--- config.mk ---
export PLATFORM = sky130hd
export DESIGN_NAME = and3_exerciser
export DESIGN_NICKNAME = d
export VERILOG_FILES = /design/src/rtl/and3_pkg.sv /design/src/rtl/and3_exerciser.sv
export SDC_FILE = /design/constraint.sdc
export NUM_CORES = 1
export LEC_CHECK = 0
export BUFFER_PORTS_ARGS = -buffer_cell sky130_fd_sc_hd__buf_2
export CAP_MARGIN = 20
export CORE_MARGIN = 4
export CORE_UTILIZATION = 56
export DETAILED_ROUTE_END_ITERATION = 12
export MAX_ROUTING_LAYER = met4
export PLACE_DENSITY_LB_ADDON = 0.08
export SLEW_MARGIN = 25
export SYNTH_ARGS = -nofsm -noshare
export SYNTH_HDL_FRONTEND = slang
export SYNTH_SLANG_ARGS = --single-unit
export TNS_END_PERCENT = 10
--- constraint.sdc ---
create_clock -name i_clk -period 3.9 [get_ports i_clk]
set_input_delay 0.585 -clock i_clk [delete_from_list [all_inputs] [get_ports i_clk]]
set_output_delay 0.585 -clock i_clk [all_outputs]
set_load 0.02 [all_outputs]
--- src/rtl/and3_pkg.sv ---
// Shared definitions for the 3-input AND gate exerciser.
package and3_pkg;

  // Sweep sequencer states.
  typedef enum logic [1:0] {
    ST_IDLE = 2'd0,
    ST_RUN  = 2'd1,
    ST_DONE = 2'd2
  } state_e;

  // Width of the per-vector settle counter; SETTLE must fit in it (0..15).
  localparam int SETTLE_W = 4;

  // Reference AND over the bits selected by mask: 1 only when every
  // selected bit of vec is set.
  function automatic logic expected_and(input logic [31:0] vec,
                                        input logic [31:0] mask);
    return (vec & mask) == mask;
  endfunction

endpackage

--- src/rtl/and3_exerciser.sv ---
// Stimulus/response engine that sweeps every input combination into an
// N_IN-input AND gate, samples its output and scores the result.
module and3_exerciser
  import and3_pkg::*;
#(
  parameter int N_IN   = 3,
  parameter int SETTLE = 1
) (
  input  logic            i_clk,
  input  logic            i_rst_n,
  input  logic            i_start,
  output logic [N_IN-1:0] o_e,
  input  logic            i_s,
  output logic            o_busy,
  output logic            o_done,
  output logic            o_pass,
  output logic [N_IN:0]   o_err_count,
  output logic            o_fail_valid,
  output logic [N_IN-1:0] o_fail_vec
);

  localparam logic [N_IN-1:0]     LAST_VEC   = '1;
  localparam logic [SETTLE_W-1:0] SETTLE_CNT = SETTLE_W'(SETTLE);

  state_e                r_state;
  logic [N_IN-1:0]       r_vec;
  logic [SETTLE_W-1:0]   r_cnt;
  logic [N_IN:0]         r_errCount;
  logic                  r_failValid;
  logic [N_IN-1:0]       r_failVec;

  logic                  w_sampleEdge;
  logic                  w_mismatch;
  logic                  w_startOk;

  assign w_startOk    = i_start && (r_state == ST_IDLE || r_state == ST_DONE);
  assign w_sampleEdge = (r_state == ST_RUN) && (r_cnt == SETTLE_CNT);
  assign w_mismatch   = w_sampleEdge &&
                        (i_s != expected_and(32'(r_vec), 32'(LAST_VEC)));

  // Sequencer, settle counter and scoreboard; start from IDLE or DONE clears
  // the previous result, start during a sweep is ignored.
  always_ff @(posedge i_clk) begin
    if (!i_rst_n) begin
      r_state     <= ST_IDLE;
      r_vec       <= '0;
      r_cnt       <= '0;
      r_errCount  <= '0;
      r_failValid <= 1'b0;
      r_failVec   <= '0;
    end else begin
      case (r_state)
        ST_IDLE, ST_DONE: begin
          if (w_startOk) begin
            r_state     <= ST_RUN;
            r_vec       <= '0;
            r_cnt       <= '0;
            r_errCount  <= '0;
            r_failValid <= 1'b0;
            r_failVec   <= '0;
          end
        end
        ST_RUN: begin
          r_cnt <= r_cnt + 1'b1;
          if (w_sampleEdge) begin
            if (w_mismatch) begin
              r_errCount <= r_errCount + 1'b1;
              if (!r_failValid) begin
                r_failValid <= 1'b1;
                r_failVec   <= r_vec;
              end
            end
            if (r_vec != LAST_VEC) begin
              r_vec <= r_vec + 1'b1;
              r_cnt <= '0;
            end else begin
              r_state <= ST_DONE;
            end
          end
        end
        default: r_state <= ST_IDLE;
      endcase
    end
  end

  assign o_busy       = (r_state == ST_RUN);
  assign o_done       = (r_state == ST_DONE);
  assign o_e          = o_busy ? r_vec : '0;
  assign o_pass       = o_done && (r_errCount == '0);
  assign o_err_count  = r_errCount;
  assign o_fail_valid = r_failValid;
  assign o_fail_vec   = r_failVec;

endmodule

==> flow_metrics.tcl, run 1 <==
set metrics [dict create \
    yosysTopAreaCellShare 0.373 \
    path_clk_slew_ns 0.09 \
    synth_area_per_cell_um2 8.86 \
    total_power_uw 308 \
    synth_top_family_by_area "simple AND/OR/NAND/NOR gates" \
    cp_max_fo 13 \
    synth_compound_area_frac 0.126 \
    power_frac_clock 0.295 \
    viasPerCell 5.61 \
    final_core_util 0.677 \
    finalCriticalPeriod_ns 2.11 \
    sw_frac_of_total 0.252 \
    ctsHoldBuffers 0 \
    place_congestion 0.760 \
    seqPwrFrac 0.584 \
    cpPeakStageDelay_ns 0.33 \
    grt_setup_unrepaired "false" \
    synth_xor_area_frac 0.0192 \
    met1_usage 0.199 \
    finalSetupTns_ns 0 \
    comb_power_share 0.120 \
    critPathCaptureType "output port" \
    diodes 0 \
    wire_per_inst_um 12.2 \
    ant_nets 0 \
    start_kind "register" \
    cts_setup_buffers 0 \
    vias 769 \
    fin_crit_sh 0.540 \
    die_width_um 48.4 \
    final_cell_mix "buf_2, dfxtp_1, and2_1, nor2_1" \
    layout.nets 132 \
    critPathKind "reg2out" \
    slowest_stage "dfxtp_1" \
    grt-ovfl-total 0 \
    drtIter0Drc 6 \
    coreArea_mm2 0.00152 \
    antenna_found_initial 0 \
    hold_path.class "reg2reg" \
    grt.busiest_layer "met2" \
    maxSlewHeadroom 0.727 \
    max_freq_ghz 0.475 \
    syn_inst 103 \
    use_met2 0.250 \
    stdcell_area_mm2 0.00103 \
    setup_viol 0 \
    synth_fa_ha_area_frac 0.0823 \
    area_delta_synth_final_pct 13.0 \
    ir_worst_vdd_mv 0.266 \
    die_h_um 48.4 \
    pin_count 18 \
    dpl.hpwl_um 1270 \
    drc 0 \
    grt.total_usage 0.163 \
    ys_seq_elements 17 \
    post_cts_resized 0 \
    path_buf_inv 2 \
    status "finished, final reports clean" \
    cpLargestDelayFamily "buffers and inverters" \
    clock_sinks 17 \
    cts-root-buf "clkbuf_4" \
    cts_max_path_buffers 2 \
    arrival_ns 1.52 \
    max-cap-violations 0 \
    grtUsageMet3 0.0429 \
    intPower_uw 231 \
    place_area_mm2 0.00100 \
    htree_num_levels 1 \
    grt_max_degree 24 \
    num_rows 14 \
    numCtsBuffers 3 \
    grt_pass1_vias 730 \
    p_leak_uw 0.000464 \
    required_ns 3.31 \
    slew_viol_final 0 \
    yosysUniqueCellTypes 31 \
    p_per_area_mw_per_mm2 299 \
    mappedNetlistArea_um2 912 \
    first_pass_iters 4 \
    clock_skew_ns 0.00341 \
    synth_nets 113 \
    clock_latency_ns 0.29 \
    port_buffers 17 \
    nFillCells 136 \
    cp_cell_sequence "nand2b_2 -> inv_1 -> and2_1 -> buf_2" \
    p_switching_uw 77.6 \
    synthMuxAreaShare 0.0549 \
    die_area_mm2 0.00234 \
    cts_tree "built" \
    whs_ns 0.478 \
    ys_seq_area_frac 0.373 \
    drive_gt1_frac 0.207 \
    synthSimpleGateAreaFrac 0.310 \
    worst_pin_slew_ns 0.410 \
    yosysWarnings 0 \
    synthTopCellsByArea "dfxtp_1, ha_1, mux2i_1" \
    wirelength_um 1670 \
    synth_area_leader_cell "dfxtp_1" \
    start_util 0.599 \
    grt_pass1_wl_um 3020 \
    hold_viol_final 0 \
]
==> state kept, by name, summed over array words and instances, names as in the netlist <==
register	flops
o_err_count	4
r_cnt	4
o_fail_valid	1
r_state	2
r_vec	3
o_fail_vec	3
==> worst register-to-register path, stage by stage (launching register included) <==
cell and delay, ns:
dfxtp_1 0.35, ha_1 0.20, ha_1 0.24, xor2_1 0.25
nand3_2 0.17, nor2_1 0.32, mux2i_1 0.23
==> metal layers <==
metal,part of all wire,wire length (um)
met5,0,0
met4,0.020,33
met3,0.047,78
met2,0.46,776
met1,0.47,782
==> metrics by stage <==
step | instances | worst slack [ns]
after floorplan | 103 | 2.00
after global placement | 133 | 2.12
after detailed placement | 133 | 2.08
after CTS | 137 | 1.78
after global routing | 137 | 1.68
final | 137 | 1.79
==> cell families after synthesis <==
group / after synthesis
and+or+nand+nor: 47
xor gates and xnor gates: 2
buffers and inverters: 8
DFF: 17
AOI/OAI and AO/OA: 18
muxes: 5
adders and majority gates: 6
==> Yosys cell counts <==
master,count
a31o_2,2
inv_1,5
nand2b_1,2
dfxtp_1,17
and2_1,7
nor2b_1,5
nor3b_4,1
buf_2,1
o22ai_1,1
nor3b_1,2
o21ai_0,4
xnor2_1,1
a21boi_1,1
mux2i_1,5
o21a_1,3
nand3_1,5
nor3_1,2
nor4b_1,2
or3_1,1
nand3_2,1
nor2_1,7
a21boi_0,2
and3_1,2
a21oi_1,4
nand2_1,6
xor2_1,1
nand2b_2,1
ha_1,6
a31oi_1,1
clkbuf_1,2
nand3b_1,3
==> area by class of cell <==
class | instances | area, um2 | area share
sequential | 17 | 340 | 0.330
multi-input combinational | 78 | 541 | 0.524
tap | 16 | 20.0 | 0.0194
clock buffer | 4 | 26.3 | 0.0255
inverter | 5 | 18.8 | 0.0182
timing repair buffer | 17 | 85.1 | 0.0825
==> final timing paths <==
kind	slack [ns]	end	startpoint	cells after the start
worst min-delay path	0.48	o_fail_vec[2]	o_fail_vec[2]	2
worst max-delay path	1.79	o_e[2]	r_state[1]	4
worst max register to register	2.07	o_fail_vec[1]	r_vec[0]	6
worst min register to register	0.48	o_fail_vec[2]	o_fail_vec[2]	2
==> power groups by stage <==
stage                     Combinational, uW  Sequential, uW  Clock [uW]
after global routing                   41.6             181         106
after CTS                              37.5             180        95.8
after detailed placement               37.2             184           0
final                                  37.1             180        91.1
after floorplan                        28.8             184           0
after global placement                 36.9             184           0
(Power assumes the default switching activity.)
==> inputs of run 2 (changes only) <==
--- a/config.mk
+++ b/config.mk
@@ -8,7 +8,7 @@
 export BUFFER_PORTS_ARGS = -buffer_cell sky130_fd_sc_hd__buf_2
 export CAP_MARGIN = 20
 export CORE_MARGIN = 4
-export CORE_UTILIZATION = 56
+export CORE_UTILIZATION = 47
 export DETAILED_ROUTE_END_ITERATION = 12
 export MAX_ROUTING_LAYER = met4
 export PLACE_DENSITY_LB_ADDON = 0.08
==> constraint.sdc (replaced) <==
create_clock -name i_clk -period 1.9 [get_ports i_clk]
set_input_delay 0.285 -clock i_clk [delete_from_list [all_inputs] [get_ports i_clk]]
set_output_delay 0.285 -clock i_clk [all_outputs]
set_load 0.02 [all_outputs]
==> flow_metrics.tcl, run 2 (same netlist as run 1, synthesis figures left out) <==
set metrics [dict create \
    met1_usage 0.186 \
    multi_input_comb_area_um2 551 \
    slew_viol_final 0 \
    htree_num_levels 1 \
    drtIter0Drc 4 \
    hold_path.class "in2reg" \
    cts_tree "built" \
    wirelength_um 1770 \
    layout.nets 134 \
    crit_cells 6 \
    drc 0 \
    viasPerCell 5.09 \
    grt_pass1_wl_um 3110 \
    setup_viol 0 \
    finalSetupTns_ns 0 \
    p_per_area_mw_per_mm2 607 \
    max_freq_ghz 0.567 \
    grt-ovfl-total 0 \
    cts_max_path_buffers 2 \
    crit_end "o_err_count[3]" \
    grt_setup_unrepaired "false" \
    diodes 0 \
    place_congestion 0.777 \
    port_buffers 17 \
    cpLargestDelayFamily "simple AND/OR/NAND/NOR gates" \
    required_ns 2.13 \
    path_clk_slew_ns 0.10 \
    r2r-end "o_err_count[3]" \
    use_met2 0.255 \
    grt.busiest_layer "met2" \
    cts-root-buf "clkbuf_4" \
    die_area_mm2 0.00271 \
    critPathCaptureType "register" \
    critPathLaunch "r_vec[0]" \
    wire_per_inst_um 12.0 \
    total_power_uw 648 \
    maxSlewHeadroom 0.697 \
    status "finished, final reports clean" \
    die_h_um 52.1 \
    grt_max_degree 24 \
    critPathKind "reg2reg" \
    antenna_found_initial 0 \
    worst_pin_slew_ns 0.454 \
    coreArea_mm2 0.00178 \
    finalCriticalPeriod_ns 1.76 \
    clock_skew_ns 0.00279 \
    arrival_ns 1.99 \
    slowest_stage "or3_1" \
    area_delta_synth_final_pct 17.0 \
    cp_max_fo 6 \
    ant_nets 0 \
    reg2reg_from "r_vec[0]" \
    p_leak_uw 0.000474 \
    start_util 0.512 \
    num_rows 15 \
    grt_pass1_vias 722 \
    first_pass_iters 2 \
    vias 754 \
    hold_viol_final 0 \
    numCtsBuffers 3 \
    grt.total_usage 0.157 \
    clock_sinks 17 \
    nFillCells 191 \
    ir_worst_vdd_mv 0.400 \
    clock_latency_ns 0.29 \
    cpMostUsedCell "ha_1" \
    regToRegSetupSlack_ns 0.14 \
    cp_cell_sequence "ha_1 -> ha_1 -> xor2_2 -> nand3_2 -> or3_1 -> a21boi_1" \
    cpPeakStageDelay_ns 0.38 \
    start_kind "register" \
    max-cap-violations 0 \
    drive_gt1_frac 0.236 \
    seq_area_um2 340 \
    path_buf_inv 0 \
    ff2ff_path_depth 6 \
    dpl.hpwl_um 1300 \
    grtUsageMet3 0.0372 \
    pin_count 18 \
    die_width_um 52.1 \
    final_cell_mix "buf_2, dfxtp_1, and2_1" \
    fin_crit_sh 0.928 \
]
## run 2: how the worst min path moves through the flow
| stage | start | to | slack (ns) | cells after the start |
|---|---|---|---|---|
| 3_5_place_dp | o_fail_vec[2] | o_fail_vec[2] | 0.46 | 2 |
| 6_report | i_start | r_state[1] | 0.37 | 3 |
| 5_1_grt | i_start | r_state[1] | 0.36 | 3 |
| 2_1_floorplan | r_cnt[3] | r_cnt[3] | 0.51 | 2 |
| 4_1_cts | i_start | r_state[1] | 0.37 | 3 |
| 3_3_place_gp | o_fail_vec[0] | o_fail_vec[0] | 0.45 | 2 |
## run 2: area by class of cell
type	count	share of cell area
clock buffers	4	0.0246
inverters	5	0.0176
multi-input cells	78	0.516
flip-flops and latches	17	0.319
well taps	25	0.0293
repair buffers	19	0.0938
## run 2: metal layers
metal / up-vias / part of all wire
met5: - / 0
met1: 343 / 0.47
met3: 2 / 0.046
met2: 13 / 0.47
met4: 0 / 0.0079
li1: 396 / -
## run 2: stage by stage
stage / instance area (um2) / util / instances / worst slack, ns / hold slack, ns
2_1_floorplan: 912 / - / 103 / 0.272 / 0.508
3_5_place_dp: 1030 / 0.578 / 144 / 0.124 / 0.461
5_1_grt: 1070 / 0.599 / 148 / 0.00986 / 0.359
6_report: 1070 / 0.599 / 148 / 0.136 / 0.373
3_3_place_gp: 1030 / 0.578 / 144 / 0.184 / 0.453
4_1_cts: 1060 / 0.593 / 148 / 0.0836 / 0.370
## run 2: worst min-delay path, cell delays in order
cell and delay, ns:
buf_2 0.09, o21ai_0 0.08, and2_1 0.16
## run 2: timing repair
action / in CTS / in global routing
gates resized for setup: 0 / 2
hold buffers: 0 / 0
hold endpoints to repair: 0 / 0
endpoints found under the setup margin: 0 / 4
buffers inserted: 0 / 0
## run 2: power breakdown
part,total (uW),switching [uW],internal (uW)
clock network,195,114,81.5
logic,82.8,48.8,34.0
registers,370,7.23,363
total,648,170,478
==> inputs of run 3 (changes only) <==
==> constraint.sdc (replaced) <==
create_clock -name i_clk -period 1.9 [get_ports i_clk]
set_input_delay 0.38 -clock i_clk [delete_from_list [all_inputs] [get_ports i_clk]]
set_output_delay 0.38 -clock i_clk [all_outputs]
set_load 0.02 [all_outputs]
==> flow_metrics.tcl, run 3 (same netlist as run 1, synthesis figures left out) <==
set metrics [dict create \
    status "finished, final reports clean" \
    ff2ff_path_depth 6 \
    cp_cell_sequence "nand2b_2 -> inv_2 -> and2_1 -> buf_2" \
    die_width_um 52.1 \
    r2r-end "o_err_count[3]" \
    grt_max_degree 24 \
    cpPeakStageDelay_ns 0.34 \
    fin_cells 148 \
    area_delta_synth_final_pct 16.5 \
    diodes 0 \
    hold_viol_final 0 \
    placed_cells 144 \
    arrival_ns 1.36 \
    grt_setup_unrepaired "false" \
    pin_count 18 \
    path_buf_inv 2 \
    ir_worst_vdd_mv 0.364 \
    finalSetupTns_ns 0 \
    layout.nets 134 \
    hold_path.class "in2reg" \
    clock_sinks 17 \
    stdcell_area_mm2 0.00106 \
    grt_pass1_wl_um 3080 \
    dpl.hpwl_um 1300 \
    max_freq_ghz 0.576 \
    wire_per_inst_um 12.1 \
    finalCriticalPeriod_ns 1.74 \
    min_from "i_start" \
    start_kind "register" \
    clock_latency_ns 0.29 \
    cp_max_fo 8 \
    first_pass_iters 4 \
    wirelength_um 1790 \
    coreArea_mm2 0.00178 \
    worst_pin_slew_ns 0.432 \
    setup_viol 0 \
    clock_skew_ns 0.00830 \
    numCtsBuffers 3 \
    cts_tree "built" \
    final_cell_mix "buf_2, dfxtp_1, and2_1" \
    p_per_area_mw_per_mm2 610 \
    num_rows 15 \
    reg2reg_from "r_vec[0]" \
    grt.total_usage 0.157 \
    place_congestion 0.774 \
    port_buffers 17 \
    vias 764 \
    ant_nets 0 \
    critPathCaptureType "output port" \
    drtIter0Drc 1 \
    viasPerCell 5.16 \
    regToRegSetupSlack_ns 0.18 \
    cts_max_path_buffers 2 \
    die_area_mm2 0.00271 \
    final_core_util 0.596 \
    slew_viol_final 0 \
    fin_crit_sh 0.913 \
    min_path_cells 3 \
    die_h_um 52.1 \
    htree_num_levels 1 \
    dp_slack_ns 0.131 \
    max-cap-violations 0 \
    cpLargestDelayFamily "simple AND/OR/NAND/NOR gates" \
    grt_pass1_vias 731 \
    min_to "r_state[1]" \
    layout_setup_ws_ns 0.165 \
    slowest_stage "dfxtp_1" \
    drc 0 \
    maxSlewHeadroom 0.712 \
    cts-root-buf "clkbuf_4" \
    critPathKind "reg2out" \
    place_area_mm2 0.00103 \
    antenna_found_initial 0 \
    drive_gt1_frac 0.244 \
    grt-ovfl-total 0 \
    required_ns 1.52 \
    p_leak_uw 0.000469 \
    start_util 0.512 \
    path_clk_slew_ns 0.09 \
]
## run 3: worst max path at each step
stage,start,to,slack (ns),cells past startpoint
finish,r_state[1],o_e[0],0.16,4
floorplan,o_err_count[0],o_pass,0.20,3
global route,r_vec[0],o_fail_vec[1],0.01,6
detailed placement,r_vec[0],o_fail_vec[0],0.13,6
global placement,r_vec[0],o_fail_vec[0],0.18,6
CTS,r_state[1],o_e[0],0.07,4
## run 3: cell type report
cell class                 count  area (um2)
tap                           25        31.3
timing repair buffer          19         100
inverter                       5        18.8
multi-input combinational     78         546
fill                         187         721
sequential                    17         340
clock buffer                   4        26.3
## run 3: layer usage
layer	GRT usage	vias up	routed length [um]	share of wire
met5	-	-	0	0
met4	0.0830	0	30	0.017
met3	0.0372	4	86	0.048
met2	0.238	13	844	0.47
met1	0.192	349	831	0.46
li1	-	398	-	-
## run 3: repair_timing
item,CTS,global route
setup endpoints to repair,0,6
hold buffers,0,0
gates resized for setup,0,3
setup buffers,0,0
## run 3: stage by stage
| stage | hold slack, ns | power, uW |
|---|---|---|
| 4_1_cts | 0.447 | 660 |
| 3_5_place_dp | 0.456 | 460 |
| 6_report | 0.456 | 648 |
| 5_1_grt | 0.464 | 690 |
| 2_1_floorplan | 0.508 | 437 |
| 3_3_place_gp | 0.453 | 460 |
## run 3: worst reg2reg max path, cell delays in order, from the launching register on
cell and delay [ns]:
dfxtp_1 0.38, ha_1 0.16, ha_2 0.22, xor2_1 0.21, nand3_2 0.18, or3_1 0.38
a21boi_1 0.13
## run 3: power breakdown
group / switching, uW / internal (uW)
Clock: 114 / 81.6
Combinational: 48.7 / 33.6
Sequential: 7.48 / 363
Total: 170 / 478
